<file path="src/rtl/demux_pkt_router_pkg.sv">
// Shared types and constants for the packet router: FSM encoding, header layout and default widths.
package demux_pkt_router_pkg;

    typedef enum logic [1:0] {
        StIdle    = 2'b00,
        StRoute   = 2'b01,
        StDiscard = 2'b10
    } state_e;

    localparam int unsigned HdrSelBit = 0;
    localparam int unsigned DefDataW  = 8;
    localparam int unsigned DefCntW   = 8;
    localparam int unsigned DefMaxLen = 16;
    // Wide enough for any legal MAX_LEN (up to 2^16-1).
    localparam int unsigned LenW      = 16;

endpackage

</file>
<file path="src/rtl/demux_out_reg.sv">
// One-entry output register steering its beat onto one of two valid/ready channels;
// the unselected channel is driven to zero.
module demux_out_reg #(
    parameter int unsigned DATA_W = 8
) (
    input  logic              clk,
    input  logic              rst,
    input  logic              load_i,
    input  logic [DATA_W-1:0] data_i,
    input  logic              last_i,
    input  logic              sel_i,
    input  logic              y0_ready_i,
    input  logic              y1_ready_i,
    output logic              out_valid_o,
    output logic              out_last_o,
    output logic              out_sel_o,
    output logic              out_ready_o,
    output logic [DATA_W-1:0] y0_data_o,
    output logic              y0_valid_o,
    output logic              y0_last_o,
    output logic [DATA_W-1:0] y1_data_o,
    output logic              y1_valid_o,
    output logic              y1_last_o
);

    logic              valid_q, valid_d;
    logic              last_q, last_d;
    logic              sel_q, sel_d;
    logic [DATA_W-1:0] data_q, data_d;

    assign out_ready_o = sel_q ? y1_ready_i : y0_ready_i;

    // A load in the same cycle as a drain simply overwrites the entry, so there is no bubble.
    always_comb begin
        valid_d = valid_q;
        last_d  = last_q;
        sel_d   = sel_q;
        data_d  = data_q;
        if (load_i) begin
            valid_d = 1'b1;
            last_d  = last_i;
            sel_d   = sel_i;
            data_d  = data_i;
        end else if (valid_q && out_ready_o) begin
            valid_d = 1'b0;
        end
    end

    always_ff @(posedge clk or posedge rst) begin
        if (rst) begin
            valid_q <= 1'b0;
            last_q  <= 1'b0;
            sel_q   <= 1'b0;
            data_q  <= '0;
        end else begin
            valid_q <= valid_d;
            last_q  <= last_d;
            sel_q   <= sel_d;
            data_q  <= data_d;
        end
    end

    assign out_valid_o = valid_q;
    assign out_last_o  = last_q;
    assign out_sel_o   = sel_q;

    assign y0_valid_o = valid_q & ~sel_q;
    assign y1_valid_o = valid_q & sel_q;
    assign y0_data_o  = data_q & {DATA_W{y0_valid_o}};
    assign y1_data_o  = data_q & {DATA_W{y1_valid_o}};
    assign y0_last_o  = last_q & y0_valid_o;
    assign y1_last_o  = last_q & y1_valid_o;

endmodule

</file>
<file path="src/rtl/demux_pkt_router.sv">
// Packet-level 1-to-2 demultiplexer: header bit selects the output channel, payload is forwarded
// through a single register; per-channel packet counters and length/header error flags.
module demux_pkt_router
    import demux_pkt_router_pkg::*;
#(
    parameter int unsigned DATA_W  = DefDataW,
    parameter int unsigned CNT_W   = DefCntW,
    parameter int unsigned MAX_LEN = DefMaxLen
) (
    input  logic              clk,
    input  logic              rst,
    input  logic [DATA_W-1:0] in_data,
    input  logic              in_valid,
    input  logic              in_last,
    output logic              in_ready,
    output logic [DATA_W-1:0] y0_data,
    output logic              y0_valid,
    output logic              y0_last,
    input  logic              y0_ready,
    output logic [DATA_W-1:0] y1_data,
    output logic              y1_valid,
    output logic              y1_last,
    input  logic              y1_ready,
    output logic              busy,
    output logic [CNT_W-1:0]  pkt_cnt0,
    output logic [CNT_W-1:0]  pkt_cnt1,
    output logic              err_len,
    output logic              err_hdr
);

    state_e            state_q, state_d;
    logic              sel_q, sel_d;
    logic [LenW-1:0]   len_q, len_d;
    logic              err_len_q, err_len_d;
    logic              err_hdr_q, err_hdr_d;
    logic [CNT_W-1:0]  cnt0_q, cnt0_d;
    logic [CNT_W-1:0]  cnt1_q, cnt1_d;

    logic              ready_c;
    logic              load;
    logic              load_last;
    logic              at_max;
    logic              out_valid, out_last, out_sel, out_ready;

    assign at_max = (len_q == LenW'(MAX_LEN - 1));

    always_comb begin
        state_d   = state_q;
        sel_d     = sel_q;
        len_d     = len_q;
        err_len_d = err_len_q;
        err_hdr_d = 1'b0;
        ready_c   = 1'b0;
        load      = 1'b0;
        load_last = 1'b0;
        unique case (state_q)
            StIdle: begin
                ready_c = 1'b1;
                if (in_valid) begin
                    sel_d = in_data[HdrSelBit];
                    len_d = '0;
                    // Header-only packets are dropped and flagged, never counted.
                    if (in_last) begin
                        err_hdr_d = 1'b1;
                    end else begin
                        state_d = StRoute;
                    end
                end
            end
            StRoute: begin
                ready_c = ~out_valid | out_ready;
                if (in_valid && ready_c) begin
                    load      = 1'b1;
                    load_last = in_last | at_max;
                    len_d     = len_q + LenW'(1);
                    if (in_last) begin
                        state_d = StIdle;
                    end else if (at_max) begin
                        err_len_d = 1'b1;
                        state_d   = StDiscard;
                    end
                end
            end
            StDiscard: begin
                ready_c = 1'b1;
                if (in_valid && in_last) begin
                    state_d = StIdle;
                end
            end
            default: state_d = StIdle;
        endcase
    end

    always_comb begin
        cnt0_d = cnt0_q;
        cnt1_d = cnt1_q;
        if (out_valid && out_last && out_ready) begin
            if (out_sel) begin
                cnt1_d = cnt1_q + CNT_W'(1);
            end else begin
                cnt0_d = cnt0_q + CNT_W'(1);
            end
        end
    end

    always_ff @(posedge clk or posedge rst) begin
        if (rst) begin
            state_q   <= StIdle;
            sel_q     <= 1'b0;
            len_q     <= '0;
            err_len_q <= 1'b0;
            err_hdr_q <= 1'b0;
            cnt0_q    <= '0;
            cnt1_q    <= '0;
        end else begin
            state_q   <= state_d;
            sel_q     <= sel_d;
            len_q     <= len_d;
            err_len_q <= err_len_d;
            err_hdr_q <= err_hdr_d;
            cnt0_q    <= cnt0_d;
            cnt1_q    <= cnt1_d;
        end
    end

    demux_out_reg #(
        .DATA_W(DATA_W)
    ) u_out_reg (
        .clk        (clk),
        .rst        (rst),
        .load_i     (load),
        .data_i     (in_data),
        .last_i     (load_last),
        .sel_i      (sel_q),
        .y0_ready_i (y0_ready),
        .y1_ready_i (y1_ready),
        .out_valid_o(out_valid),
        .out_last_o (out_last),
        .out_sel_o  (out_sel),
        .out_ready_o(out_ready),
        .y0_data_o  (y0_data),
        .y0_valid_o (y0_valid),
        .y0_last_o  (y0_last),
        .y1_data_o  (y1_data),
        .y1_valid_o (y1_valid),
        .y1_last_o  (y1_last)
    );

    assign in_ready = ready_c & ~rst;
    assign busy     = (state_q != StIdle) | out_valid;
    assign pkt_cnt0 = cnt0_q;
    assign pkt_cnt1 = cnt1_q;
    assign err_len  = err_len_q;
    assign err_hdr  = err_hdr_q;

endmodule

</file>
<file path="config.mk">
export PLATFORM = sky130hd
export DESIGN_NAME = demux_pkt_router
export DESIGN_NICKNAME = d
export VERILOG_FILES = /design/src/rtl/demux_pkt_router_pkg.sv /design/src/rtl/demux_out_reg.sv /design/src/rtl/demux_pkt_router.sv
export SDC_FILE = /design/constraint.sdc
export NUM_CORES = 1
export LEC_CHECK = 0
export ABC_AREA = 1
export BUFFER_PORTS_ARGS = -buffer_cell sky130_fd_sc_hd__buf_2
export CELL_PAD_IN_SITES_DETAIL_PLACEMENT = 1
export CELL_PAD_IN_SITES_GLOBAL_PLACEMENT = 1
export CORE_MARGIN = 8
export CORE_UTILIZATION = 40
export CTS_CLUSTER_SIZE = 16
export DETAILED_ROUTE_END_ITERATION = 12
export PLACE_DENSITY = 0.84
export SLEW_MARGIN = 20
export SYNTH_ARGS = -nofsm -noshare
export SYNTH_HDL_FRONTEND = slang
export SYNTH_SLANG_ARGS = --single-unit
</file>
<file path="constraint.sdc">
create_clock -name clk -period 1.98 [get_ports clk]
set_input_delay 0.396 -clock clk [delete_from_list [all_inputs] [get_ports clk]]
set_output_delay 0.396 -clock clk [all_outputs]
set_load 0.05 [all_outputs]
</file>
==> results by stage, run 1 <==
STA:
- The worst pin sits at a relative slew slack of 66.22%.
- The final-report max-slew violation count is 0.
- Timing would allow up to 540.3 MHz.
- Setup repair after global routing left no endpoint under its margin.
- The shortest clock period the worst path allows after layout is 1851 ps.
- The final-report hold violation count is 0.
- In the finished design, the share of the clock period the worst path needs comes to 93.47%.
- The final sum of negative setup slack is 0 ps.
- At the pin with the least slew margin, the transition time is 506.0 ps.
- On the final layout, the worst hold slack is approximately 130 ps.
- On the final layout, the worst clock skew is 2.905 ps.
- The total setup violations reported at the end of the flow is 0.

Placement:
- Once detailed placement completed, the half-perimeter wirelength came to around 5500 um.
- The number of cells after detailed placement is 467.
- In this run the tool buffered the top-level ports with 53 buffer cells.
- The final estimated routing congestion in global placement is 0.8644.

Power:
- VDD sags by at most 0.0007744 V.
- For this design the static power due to leakage is 1.641 nW.
- Summed over all nets, the switching power comes to 1.945 mW.
- Cell internal power was estimated by the tool at around 2.0 mW.
- The combinational group share of total power is a little under half.
- The total power after layout is 3.936 mW.
- The share of total power dissipated in the clock network is 18.8%.
- Net switching is 49.41% of the power.
- Sequential cells burn 35.1% of the power.
- Dividing total power by cell area gives a power density of 1278 nW/um2.

Drt:
- After detailed routing, the number of vias per cell comes to ~5.
- The number of search-and-repair iterations in the first detailed-routing pass is 4.
- The first routing iteration left 59 violations.
- The routed layout has 2367 vias.
- In the final routed layout, each cell accounts on average for between 15 and 20 um.
- For this run, design rule violations remaining after detail routing come to 0.
- In this run the remaining antenna-violating nets after routing total 0.
- The total routed wirelength is 7186 um.

Worst setup path:
- STA classifies the critical path startpoint as a register.
- Along the worst path, the maximum fanout reaches 4.
- Data on the critical path arrives at its endpoint at 1450 ps.
- The required time of the critical path is 1580 ps.
- The kind of critical path is reg2out.
- The reg-to-reg critical path startpoint is state_q[1]$_DFFE_PP0P_.
- The endpoint of the most critical register-to-register path is len_q[9]$_DFFE_PP0P_.
- The worst register-to-register path has a setup slack of roughly 420 ps.
- The critical path endpoint category is an output pin.
- The number of cells on the worst reg-to-reg path is 5.

Die:
- For this configuration, the core starts out at a cell density of 41.20%.
- In this run the core area contains 29 standard-cell rows.
- The die outline area is ~9400 um2.
- The die is around 97 um wide.
- The height of the die is about 97 um.
- During I/O placement, the number of pins put on the boundary was between 50 and 60.
- The placeable core area is 6350 um2.

Clock tree:
- The buffer cell driving the clock tree root is sky130_fd_sc_hd__clkbuf_8.
- The clock net in this run drives a total of 48 sinks.
- The number of hold-repair buffers added at the cts stage is 0.
- The number of cells upsized or downsized after cts is 0.
- Counting the buffers created by CTS gives 5.
- The longest clock path from root to sink contains 2 buffers.
- The clock-pin slew on the worst setup and hold paths is 90 ps.
- The number of setup buffers added after CTS is 0.
- The CTS tree is done.
- The later pin in the worst-skew pair is clocked with a latency of roughly 300 ps.
- In this run the number of H-tree levels came out at 2.

Synth:
- Sorting the synthesized cells by area gives the leading types as sky130_fd_sc_hd__dfrtp_1 (46%), sky130_fd_sc_hd__nand2_1 (14%), sky130_fd_sc_hd__nor2_1 (6.5%).
- After synthesis, flip-flops and latches occupy a little under half of the total area.
- The number of distinct library cells after synthesis is 24.
- After technology mapping, the gate count stands at 338.
- After synthesis, the mean cell area works out to 7.740 um2.
- After synthesis the netlist holds a flip-flop and latch count of 48.
- The number of nets in the synthesized netlist is 355.
- The cell area that synthesis handed to floorplanning was 2616 um2.
- The top-area cell type share of the netlist area is 45.91%.
- The number of warnings reported in the yosys synthesis log is 0.
- The cell accounting for the most synthesized area is sky130_fd_sc_hd__dfrtp_1.

Hold path:
- The worst hold path belongs to the class in2async.

Layout:
- Excluding fillers, the count of instances in the completed layout stands at 475.
- The number of inserted filler cells in the final layout is between 800 and 900.
- In the final design database the tool counted 414 nets.
- Of the cells placed in the final design, the portion with a size suffix greater than 1 is 21.36%.
- The post-route core utilization is 48.51%.
- The final antenna diode count is 0.
- Compared with the post-synthesis result, the final layout area differs by 17.74%.

Job:
- Max-cap violations in this run came to 0.

Global routing:
- The global-route total usage across every layer is 15.33%.
- The initial antenna violation count is 0.
- The global-route wire length before repair is roughly 12000 um.
- The largest net degree at the start of global routing is 24.
- The via count of the first global-routing pass is 2557.
- The total congestion overflow after global routing is 0.

Run status:
- The run finished with clean final reports.
-- kinds of logic (layout without fill, tap and decap cells) --
family,count (synthesis),count (layout),share of synthesized area [%]
compound gates,30,30,6.026
xor+xnor,14,14,4.687
fa+ha+maj,3,3,1.435
buf+inv,47,107,7.843
flops,48,48,45.91
simple gates,196,196,34.10
-- synthesized netlist by cell type --
| cell type | count |
|---|---|
| sky130_fd_sc_hd__a21oi_1 | 4 |
| sky130_fd_sc_hd__buf_2 | 1 |
| sky130_fd_sc_hd__buf_6 | 3 |
| sky130_fd_sc_hd__dfrtp_1 | 48 |
| sky130_fd_sc_hd__ha_1 | 3 |
| sky130_fd_sc_hd__inv_1 | 38 |
| sky130_fd_sc_hd__inv_2 | 4 |
| sky130_fd_sc_hd__inv_6 | 1 |
| sky130_fd_sc_hd__nand2_1 | 97 |
| sky130_fd_sc_hd__nand2_2 | 4 |
| sky130_fd_sc_hd__nand2_4 | 3 |
| sky130_fd_sc_hd__nand3_1 | 21 |
| sky130_fd_sc_hd__nand3_2 | 1 |
| sky130_fd_sc_hd__nand3_4 | 1 |
| sky130_fd_sc_hd__nand4_1 | 17 |
| sky130_fd_sc_hd__nor2_1 | 45 |
| sky130_fd_sc_hd__nor2_4 | 4 |
| sky130_fd_sc_hd__nor3_1 | 2 |
| sky130_fd_sc_hd__o21ai_0 | 12 |
| sky130_fd_sc_hd__o21ai_1 | 11 |
| sky130_fd_sc_hd__o21bai_1 | 3 |
| sky130_fd_sc_hd__or2_2 | 1 |
| sky130_fd_sc_hd__xnor2_1 | 7 |
| sky130_fd_sc_hd__xor2_1 | 7 |
-- state kept, by name, summed over array words and instances, names as in the netlist --
signal,count
err_hdr,1
u_out_reg.out_valid_o,1
u_out_reg.out_sel_o,1
pkt_cnt0,8
len_q,16
sel_q,1
pkt_cnt1,8
state_q,2
u_out_reg.data_q,8
u_out_reg.out_last_o,1
err_len,1
-- power groups by stage --
stage	logic [mW]	clock network, mW	registers, mW
global route	1.98	0.796	1.41
global placement	1.79	0	1.38
CTS	1.84	0.755	1.38
floorplan	1.16	0	1.65
finish	1.82	0.741	1.38
detailed placement	1.83	0	1.40
-- how the worst max path moves through the flow --
stage / startpoint / endpoint / slack [ps] / depth (start not counted)
finish: u_out_reg.out_sel_o$_DFFE_PP0P_ / in_ready / 130 / 6
global route: u_out_reg.out_sel_o$_DFFE_PP0P_ / in_ready / 20 / 6
CTS: u_out_reg.out_sel_o$_DFFE_PP0P_ / in_ready / 110 / 6
detailed placement: y1_ready / len_q[9]$_DFFE_PP0P_ / 430 / 7
global placement: y1_ready / in_ready / 470 / 6
floorplan: state_q[0]$_DFFE_PP0P_ / in_ready / 240 / 5
-- layout make-up --
class / count / area [um2] / share of cell area, %
clock inverter: 3 / 46.29 / 1.503
inverter: 43 / 166.4 / 5.402
sequential: 48 / 1201 / 38.99
multi-input combinational: 243 / 1214 / 39.40
clock buffer: 5 / 68.82 / 2.234
tap: 77 / 96.34 / 3.128
timing repair buffer: 56 / 287.8 / 9.342
-- worst max-delay path: stages, from the launching register on --
cell and delay [ps]:
sky130_fd_sc_hd__dfrtp_1 430, sky130_fd_sc_hd__inv_2 100, sky130_fd_sc_hd__nand2_2 60, sky130_fd_sc_hd__nand3_2 110, sky130_fd_sc_hd__nand2_1 80, sky130_fd_sc_hd__a21oi_2 110, sky130_fd_sc_hd__buf_2 270
-- placed cells by master (no fill, tap or decap), types with 3 or more instances in the layout --
master	count
sky130_fd_sc_hd__nand2_1	97
sky130_fd_sc_hd__buf_2	53
sky130_fd_sc_hd__dfrtp_1	48
sky130_fd_sc_hd__nor2_1	45
sky130_fd_sc_hd__inv_1	37
sky130_fd_sc_hd__nand3_1	21
sky130_fd_sc_hd__nand4_1	17
sky130_fd_sc_hd__o21ai_0	12
sky130_fd_sc_hd__o21ai_1	11
sky130_fd_sc_hd__xor2_1	7
sky130_fd_sc_hd__xnor2_1	7
sky130_fd_sc_hd__inv_2	5
sky130_fd_sc_hd__clkbuf_8	5
sky130_fd_sc_hd__nand2_2	4
sky130_fd_sc_hd__nor2_4	4
sky130_fd_sc_hd__nand2_4	3
sky130_fd_sc_hd__o21bai_1	3
sky130_fd_sc_hd__a21oi_1	3
sky130_fd_sc_hd__ha_1	3
sky130_fd_sc_hd__buf_4	3
-- routing by layer --
metal / share of wire (%) / vias to the layer above / GRT usage (%) / routed length, um
li1: - / 1192 / - / -
met1: 45 / 1130 / 18.24 / 3227
met2: 50 / 38 / 26.46 / 3589
met3: 4.1 / 7 / 3.698 / 295
met4: 1.0 / 0 / 4.734 / 73
met5: 0 / - / 0 / 0
-- metrics by stage --
step           setup WS [ps]  cell area, um2
2_1_floorplan          237.0            2620
3_3_place_gp           468.4            2965
3_5_place_dp           434.4            2965
4_1_cts                113.3            3080
5_1_grt                15.95            3080
6_report               129.3            3080
Note: power is estimated with default switching activity, not from simulation.
==> run 2, diff against run 1 <==
Settings changed: SYNTH_HIERARCHICAL set to 1.
==> run 2 against run 1 <==
Net effect:
- combinational power decreased by 14%
- critical path type unchanged
- die area increased by 2.0%
- final area increased by 3.0%
- via count increased by 4.3%
==> results by stage, run 2 <==
Synth:
- The number of warnings reported in the yosys synthesis log is 6.
- In the post-synthesis netlist, the biggest area contributors are sky130_fd_sc_hd__dfrtp_1 (45%), sky130_fd_sc_hd__nand2_1 (14%), sky130_fd_sc_hd__nor2_1 (7.1%).
- In the synthesized netlist, the cells that appear most often are sky130_fd_sc_hd__nand2_1 (99), sky130_fd_sc_hd__nor2_1 (51), sky130_fd_sc_hd__dfrtp_1 (48).
- Averaged over all synthesized cells, the footprint is around 7.6 um2.
- After synthesis the cells add up to 2680 um2.
- The number of nets in the synthesized netlist is 370.
- The number of distinct library cells after synthesis is 27.
- In this run, synthesis produced a sequential element count of 48.
- The cell with the most instances after synthesis is sky130_fd_sc_hd__nand2_1.
- The fraction of the yosys area taken by sequential cells is 44.82%.
- After technology mapping, the gate count stands at ~350.
- The cell accounting for the most synthesized area is sky130_fd_sc_hd__dfrtp_1.
- For this run, asynchronously set or reset flops after synthesis account for 100.0%.
- The count of flip-flops with a built-in enable after synthesis is 0.
- Among all flip-flop cells after synthesis, the most frequent one is sky130_fd_sc_hd__dfrtp_1.
- The top-area cell type share of the netlist area is 44.82%.

Clock tree:
- CTS saw 48 sinks.
- The CTS tree is done.
- Clock tree synthesis selected as its root buffer the cell sky130_fd_sc_hd__clkbuf_8.
- The longest clock path from root to sink contains 2 buffers.
- The number of levels the H-tree was split into is 2.
- Clock-pin slew was measured on the worst setup and hold paths at 100 ps.
- The number of hold-repair buffers added at the cts stage is 0.
- The source-to-sink clock delay at the later pin of the worst-skew pair is 300 ps.
- TritonCTS created 5 clock buffers.

Worst setup path:
- The reg-to-reg critical path startpoint is u_out_reg/out_sel_o$_DFFE_PP0P_.
- The kind of critical path is reg2out.
- STA classifies the critical path endpoint as an output pin.
- The critical path's top delay family is flip-flops.
- The critical path ends at in_ready.
- Of all nets on the critical path, the largest fanout is 3.
- The critical path startpoint category is a register.
- The required time of the critical path is 1580 ps.
- The data arrival time of the worst path is 1470 ps.
- By instance count, the cell type seen most on the critical path is sky130_fd_sc_hd__nand2_2.
- The slowest cell on the critical path is sky130_fd_sc_hd__dfrtp_2.
- The number of buffer and inverter instances along the worst setup path is 3.
- Setup slack on the worst reg-to-reg path comes out at 340 ps.
- The largest incremental delay on the critical path is between 400 and 500 ps.
- Tracing the worst setup path back leads to its startpoint at u_out_reg/out_sel_o$_DFFE_PP0P_.
- Traced cell by cell, the critical path runs through inv_2 > nand2_2 > nand2_2 > inv_2 > nand2_2 > nand2_1 > a21oi_2 > buf_6.
- The endpoint of the most critical register-to-register path is len_q[5]$_DFFE_PP0P_.
- The worst register-to-register path has a depth of 12.
- Counting buffers and inverters, the worst setup path is 8 cells deep.

Power:
- Summed over all nets, the switching power comes to roughly 1.7 mW.
- The power per cell area is 1118 nW/um2.
- Registers are responsible for 37.9% of the overall power.
- The clock network is responsible for 17.8% of the overall power.
- The design internal power is 1.856 mW.
- The peak supply drop is 0.0002985 V.
- The analysis attributes to cell leakage a power of 1.667 nW.
- The share of total power dissipated in combinational logic is 44.3%.
- Of the total power, the share spent switching nets is 47.68%.

Global routing:
- The total overflow left after global routing is 0.
- The via count of the first global-routing pass is 2643.
- Entering global routing, the biggest net connects 27 pins.
- The initial antenna violation count is 0.
- For this run, the total global-route usage over all layers was measured as 15.92%.
- The first global-routing pass estimated 12720 um of wire.

Layout:
- The sequential cell area in the final layout is 1202 um2.
- The share of post-route cells with drive strength above 1 is roughly 25%.
- The area growth from synthesis to layout is 18.44%.
- Cells fill between 40% and 50% of the core in the end.
- The footprint of the multi-input gates is 1242 um2.
- After filler insertion, the fill cell instance count of the layout stands at 857.
- Leaving out fill and tap cells, the most frequent cells in the layout are sky130_fd_sc_hd__nand2_1 (96), sky130_fd_sc_hd__buf_2 (52), sky130_fd_sc_hd__nor2_1 (51).
- The finished cells cover 3174 um2.
- The flip-flop count of the largest register, all copies and words added is 16.
- The library cell used most frequently in the layout, excluding fill and tap cells, is sky130_fd_sc_hd__nand2_1.
- The final antenna diode count is 0.
- The number of nets in the final layout is 432.
- The most flop-heavy register is len_q.

STA:
- The total setup violations reported at the end of the flow is 0.
- The final-report hold violation count is 0.
- The peak clock frequency supported by timing is 535.4 MHz.
- The final-report max-slew violation count was 0.
- After layout, the worst setup slack is 112.1 ps.
- The worst path in the final design needs a cycle of 1868 ps, including I/O delays and setup.
- The worst hold margin is 101.1 ps.
- The setup clock skew after layout is 7.864 ps.
- The worst slew margin relative to its limit is 67.00%.
- Of the available clock period, the critical path in the final layout requires 94.34%.
- Setup repair after global routing left no endpoint under its margin.
- The pin slew with the least headroom to its limit is 494.5 ps.
- Adding up every negative setup slack in the final design gives 0 ps.

Drt:
- The detailed-route wire length per cell is roughly 15 um.
- The first detailed-routing pass ran for 4 iterations.
- After detailed routing, the number of remaining DRC violations is 0.
- The detailed router finished its first iteration with 70 violations.
- Across all layers, the routed design uses 2468 vias.
- Using the TritonRoute via totals, the vias-per-cell ratio works out to 4.976.
- In this run the remaining antenna-violating nets after routing total 0.
- After detailed routing, the total wire length is roughly 7200 um.

Placement:
- The final estimated routing congestion in global placement is 0.8666.
- After legalization and detailed placement, the total HPWL measured about 6000 um.
- The total cell area at the placement stage is between 3000 and 4000 um2.
- The number of buffer cells added on primary ports is 53.
- Timing analysis after detailed placement gives a worst setup slack of 236.2 ps.

Die:
- The floorplan step defined a core boundary enclosing 6644 um2.
- The starting density of the core is 40.34%.
- The height of the die is 97.86 um.
- The die span in x is 97.86 um.
- The row count is 30.
- Pin placement for this block handled 54 I/O pins.
- The floorplan step defined a die boundary enclosing 9576 um2.

Hold path:
- The type of the most critical hold path is in2async.

Run status:
- The run finished with clean final reports.

Job:
- Across the run, the number of max-cap violations was 0.
==> run 2: worst min-delay path by stage <==
stage                     start                                to  depth (start not counted)
after floorplan             rst   u_out_reg/data_q[0]$_DFFE_PP0P_                          1
after global placement      rst   u_out_reg/data_q[4]$_DFFE_PP0P_                          2
after detailed placement    rst  u_out_reg/out_last_o$_DFFE_PP0P_                          2
after CTS                   rst   u_out_reg/data_q[5]$_DFFE_PP0P_                          2
after global routing        rst   u_out_reg/data_q[4]$_DFFE_PP0P_                          2
final                       rst   u_out_reg/data_q[0]$_DFFE_PP0P_                          2
==> run 2: logic make-up (layout without fill, tap and decap cells) <==
kind of cell	count (synthesis)	in the layout	share of synthesized area [%]
and+or+nand+nor	200	200	33.38
DFF	48	48	44.82
adders and majority gates	3	3	1.401
xor gates and xnor gates	11	11	3.595
buffers and inverters	57	120	9.244
AOI/OAI and AO/OA	34	34	7.563
==> run 2: stage by stage <==
step	cells	power [mW]
finish	496	3.548
global route	496	3.780
CTS	496	3.561
detailed placement	487	2.910
global placement	487	2.843
floorplan	353	2.533
==> run 2: worst register-to-register path: stages (launching register included) <==
cell	delay [ps]
sky130_fd_sc_hd__dfrtp_2	440
sky130_fd_sc_hd__inv_2	90
sky130_fd_sc_hd__nand2_2	70
sky130_fd_sc_hd__nand2_2	80
sky130_fd_sc_hd__inv_2	50
sky130_fd_sc_hd__nand2_2	60
sky130_fd_sc_hd__nand2_1	120
sky130_fd_sc_hd__nor2_8	160
sky130_fd_sc_hd__nor2_2	40
sky130_fd_sc_hd__buf_4	170
sky130_fd_sc_hd__o21ai_0	150
sky130_fd_sc_hd__nand2_1	70
sky130_fd_sc_hd__nor2_1	80
==> run 2: power groups by stage <==
stage          combinational, mW  clock (mW)  sequential, mW
3_3_place_gp                1.49           0            1.36
4_1_cts                     1.57       0.645            1.34
6_report                    1.57       0.631            1.34
3_5_place_dp                1.54           0            1.37
5_1_grt                     1.72       0.685            1.37
2_1_floorplan               1.02           0            1.51
==> run 2: area by class of cell <==
cell class,count,area share (%)
Timing Repair Buffer,60,10.60
Inverter,52,6.149
Sequential cell,48,37.88
Clock inverter,2,0.4730
Clock buffer,6,2.602
Multi-Input combinational cell,248,39.14
Tap cell,80,3.153
==> run 2: repair_timing <==
action,in CTS,in global routing
setup buffers,1,0
resized for setup,2,6
pin swaps,0,2
endpoints found under the setup margin,1,1
cloned,0,0
==> run 2: metal layers <==
metal / vias up / global-route usage [%] / part of all wire (%)
met5: - / 0 / 0
met4: 0 / 3.957 / 0.84
met3: 7 / 3.201 / 3.7
met2: 44 / 28.35 / 51
met1: 1190 / 19.00 / 44
li1: 1227 / - / -
==> run 3, diff against run 2 <==
--- a/config.mk
+++ b/config.mk
@@ -15,2 +15,3 @@
 export DETAILED_ROUTE_END_ITERATION = 12
+export HOLD_SLACK_MARGIN = 0.08
 export PLACE_DENSITY = 0.84
==> constraint.sdc (replaced) <==
create_clock -name clk -period 1.98 [get_ports clk]
set_input_delay 0.099 -clock clk [delete_from_list [all_inputs] [get_ports clk]]
set_output_delay 0.099 -clock clk [all_outputs]
set_load 0.05 [all_outputs]
==> run 3 against run 2 <==
Net effect:
- sequential share of layout area shrank 0.73 points
- clock skew fell by 2.1 ps
- final area up 1.9%
- flip-flop and latch count unchanged
- via count rose by 1.5%
- wire length down 0.47%
- non-clock buffer count rose by 6
==> results by stage, run 3 (synthesized netlist as in run 2, its figures left out) <==
Global routing:
- The total congestion overflow after global routing is 0.
- The global-route wire length before repair is ~13000 um.
- Entering global routing, the biggest net connects 28 pins.
- The initial antenna violation count is 0.
- The via count of the first global-routing pass came to around 2800.
- Global routing used approximately 16% of the available tracks.

STA:
- The worst slew margin relative to its limit is between 60% and 70%.
- Setup repair after global routing left no endpoint under its margin.
- Clock skew on the completed layout was measured at 5.773 ps.
- After layout, the minimum clock period comes to approximately 1800 ps.
- Adding up every negative setup slack in the final design gives 0 ps.
- The final-report hold violation count is 0.
- At the pin with the least slew margin, the transition time is about 460 ps.
- In the finished design, the share of the clock period the worst path needs comes to 90.01%.
- The worst hold margin is 117.8 ps.
- The final-report max-slew violation count was 0.
- Derived from the worst setup path, the maximum achievable clock frequency is ~560 MHz.
- The total setup violations reported at the end of the flow is 0.

Placement:
- In this run the cell area measured after placement is 3035 um2.
- The congestion estimate from routability-driven global placement came to 0.8714.
- In this run the tool buffered the top-level ports with 53 buffer cells.
- Counting tap cells, the placed design contains a total of around 490 instances.
- The sum of net half-perimeters after detailed placement is 5531 um.

Layout:
- The most frequent standard cell in the layout excluding fill and tap cells is sky130_fd_sc_hd__nand2_1.
- The share of post-route cells with drive strength above 1 is 22.27%.
- The finished layout holds approximately 500 standard cells, fillers aside.
- The final standard cell area without fillers is 3233 um2.
- In the layout the commonest cells are sky130_fd_sc_hd__nand2_1 (99), sky130_fd_sc_hd__buf_2 (53), sky130_fd_sc_hd__nor2_1 (51).
- The register with the most flip-flops in the layout has 16 of them.
- The final antenna diode count is 0.
- The signed area change from the synthesized netlist to the final layout is 20.63%.
- In the final design database the tool counted ~440 nets.
- The most flop-heavy register is len_q.

Hold path:
- In this run the worst hold path is classified as in2reg.
- The startpoint of the tightest hold check path is y0_ready.
- The worst hold path passes through 4 cells.
- The path with the worst hold slack has its endpoint at u_out_reg/out_valid_o$_DFFE_PP0P_.

Die:
- The die span in x is just under 100 um.
- The core region is 6644 um2.
- The die outline area is 9576 um2.
- Row generation in the floorplan step produced 30 rows.
- The height of the die is 97.86 um.
- For this configuration, the core starts out at a cell density of 40.34%.
- 54 I/O pins were placed.

Clock tree:
- Clock-pin slew was measured on the worst setup and hold paths at around 90 ps.
- The buffer cell driving the clock tree root is sky130_fd_sc_hd__clkbuf_8.
- TritonCTS created 5 clock buffers.
- The source-to-sink clock delay at the later pin of the worst-skew pair is 300 ps.
- TritonCTS built the clock tree.
- No sink is reached through more buffers than the 2 on the longest clock path.
- CTS saw 48 sinks.
- The H-tree was split into 2 levels.

Power:
- The worst-case IR drop observed on VDD is 0.0002854 V.
- Cell internal power was estimated by the tool at 1.838 mW.
- Net switching is a little under half of the power.
- Of the total power, registers draw between 30% and 40%.
- The share of total power dissipated in the clock network is 17.5%.
- Combinational logic is responsible for roughly 44% of the overall power.
- The reported net switching power is 1.683 mW.
- Summing internal, switching and leakage power gives 3.522 mW.
- The leakage power is ~1.7 nW.
- Dividing total power by cell area gives a power density of ~1100 nW/um2.

Drt:
- In this run the remaining antenna-violating nets after routing total 0.
- Dividing the detail-routed via count by the number of cells gives roughly 5.0.
- The pre-antenna-repair detailed-routing pass consisted of 4 iterations.
- The total routed wirelength is 7212 um.
- The routed layout has 2506 vias.
- The number of DRC markers after the initial detailed-route iteration is 84.
- After detailed routing, the number of remaining DRC violations is 0.
- The detailed-route wire length per cell is 14.37 um.

Worst setup path:
- Counting cells, the worst reg-to-reg path comes to 10.
- The slack of the worst reg-to-reg path is between 200 and 250 ps.
- The required time of the critical path is 1880 ps.
- The critical path endpoint category is an output pin.
- The data arrival time of the worst path is roughly 1700 ps.
- The maximum fanout encountered on the critical timing path is 5.
- In this run the critical register-to-register path is launched from u_out_reg/out_sel_o$_DFFE_PP0P_.
- The kind of critical path is reg2out.
- The worst setup path is launched from a register.
- The endpoint identified for the worst register-to-register timing path is u_out_reg/data_q[0]$_DFFE_PP0P_.

Run status:
- The run finished with clean final reports.

Job:
- The number of maximum-capacitance violations is 0.
## run 3: routing by layer
layer	part of all wire, %	wire (um)	global-route usage, %	vias up
met1	46	3282	18.65	1215
met4	1.6	113	5.635	0
li1	-	-	-	1237
met3	4.0	286	3.770	11
met2	49	3530	27.92	43
met5	0	0	0	-
## run 3: power groups by stage
stage | clock [mW] | sequential [mW] | combinational, mW
after floorplan | 0 | 1.51 | 1.02
after global placement | 0 | 1.35 | 1.47
after detailed placement | 0 | 1.37 | 1.52
after CTS | 0.645 | 1.35 | 1.55
after global routing | 0.681 | 1.38 | 1.70
final | 0.618 | 1.35 | 1.55
## run 3: layout make-up
type	instances	area [um2]
clock inverters	2	15.01
well taps	80	100.1
flip-flops and latches	48	1201
clock buffers	6	82.58
repair buffers	66	397.9
fillers	846	3411
multi-input cells	248	1241
inverters	52	195.2
## run 3: how the worst max path moves through the flow
stage                                    start                          endpoint  slack, ps
2_1_floorplan  u_out_reg/out_sel_o$_DFFE_PP0P_                          in_ready        300
3_3_place_gp   u_out_reg/out_sel_o$_DFFE_PP0P_              len_q[5]$_DFFE_PP0P_        260
3_5_place_dp   u_out_reg/out_sel_o$_DFFE_PP0P_              len_q[5]$_DFFE_PP0P_        120
4_1_cts        u_out_reg/out_sel_o$_DFFE_PP0P_              len_q[5]$_DFFE_PP0P_        100
5_1_grt                   len_q[0]$_DFFE_PP0P_  u_out_reg/out_last_o$_DFFE_PP0P_         30
6_report       u_out_reg/out_sel_o$_DFFE_PP0P_                          in_ready        200
## run 3: worst max-delay path, stage by stage (launching register included)
cell                      delay (ps)
sky130_fd_sc_hd__dfrtp_1         470
sky130_fd_sc_hd__inv_2           110
sky130_fd_sc_hd__nand2_1          70
sky130_fd_sc_hd__nand2_1         100
sky130_fd_sc_hd__inv_1            60
sky130_fd_sc_hd__nand2_1          80
sky130_fd_sc_hd__nand2_1          70
sky130_fd_sc_hd__a21oi_1         140
sky130_fd_sc_hd__buf_2           280
## run 3: what timing repair did
item                                    in CTS  in global routing
gates resized for setup                      0                  2
endpoints found under the setup margin       0                  3
hold buffers                                 9                  0
endpoints found under the hold margin       29                  0
buffers inserted                             0                  0
## run 3: through the flow
stage / util, % / worst slack, ps
2_1_floorplan: - / 301.6
3_3_place_gp: 45.69 / 263.0
3_5_place_dp: 45.69 / 118.2
4_1_cts: 48.51 / 104.0
5_1_grt: 48.66 / 34.88
6_report: 48.66 / 197.8
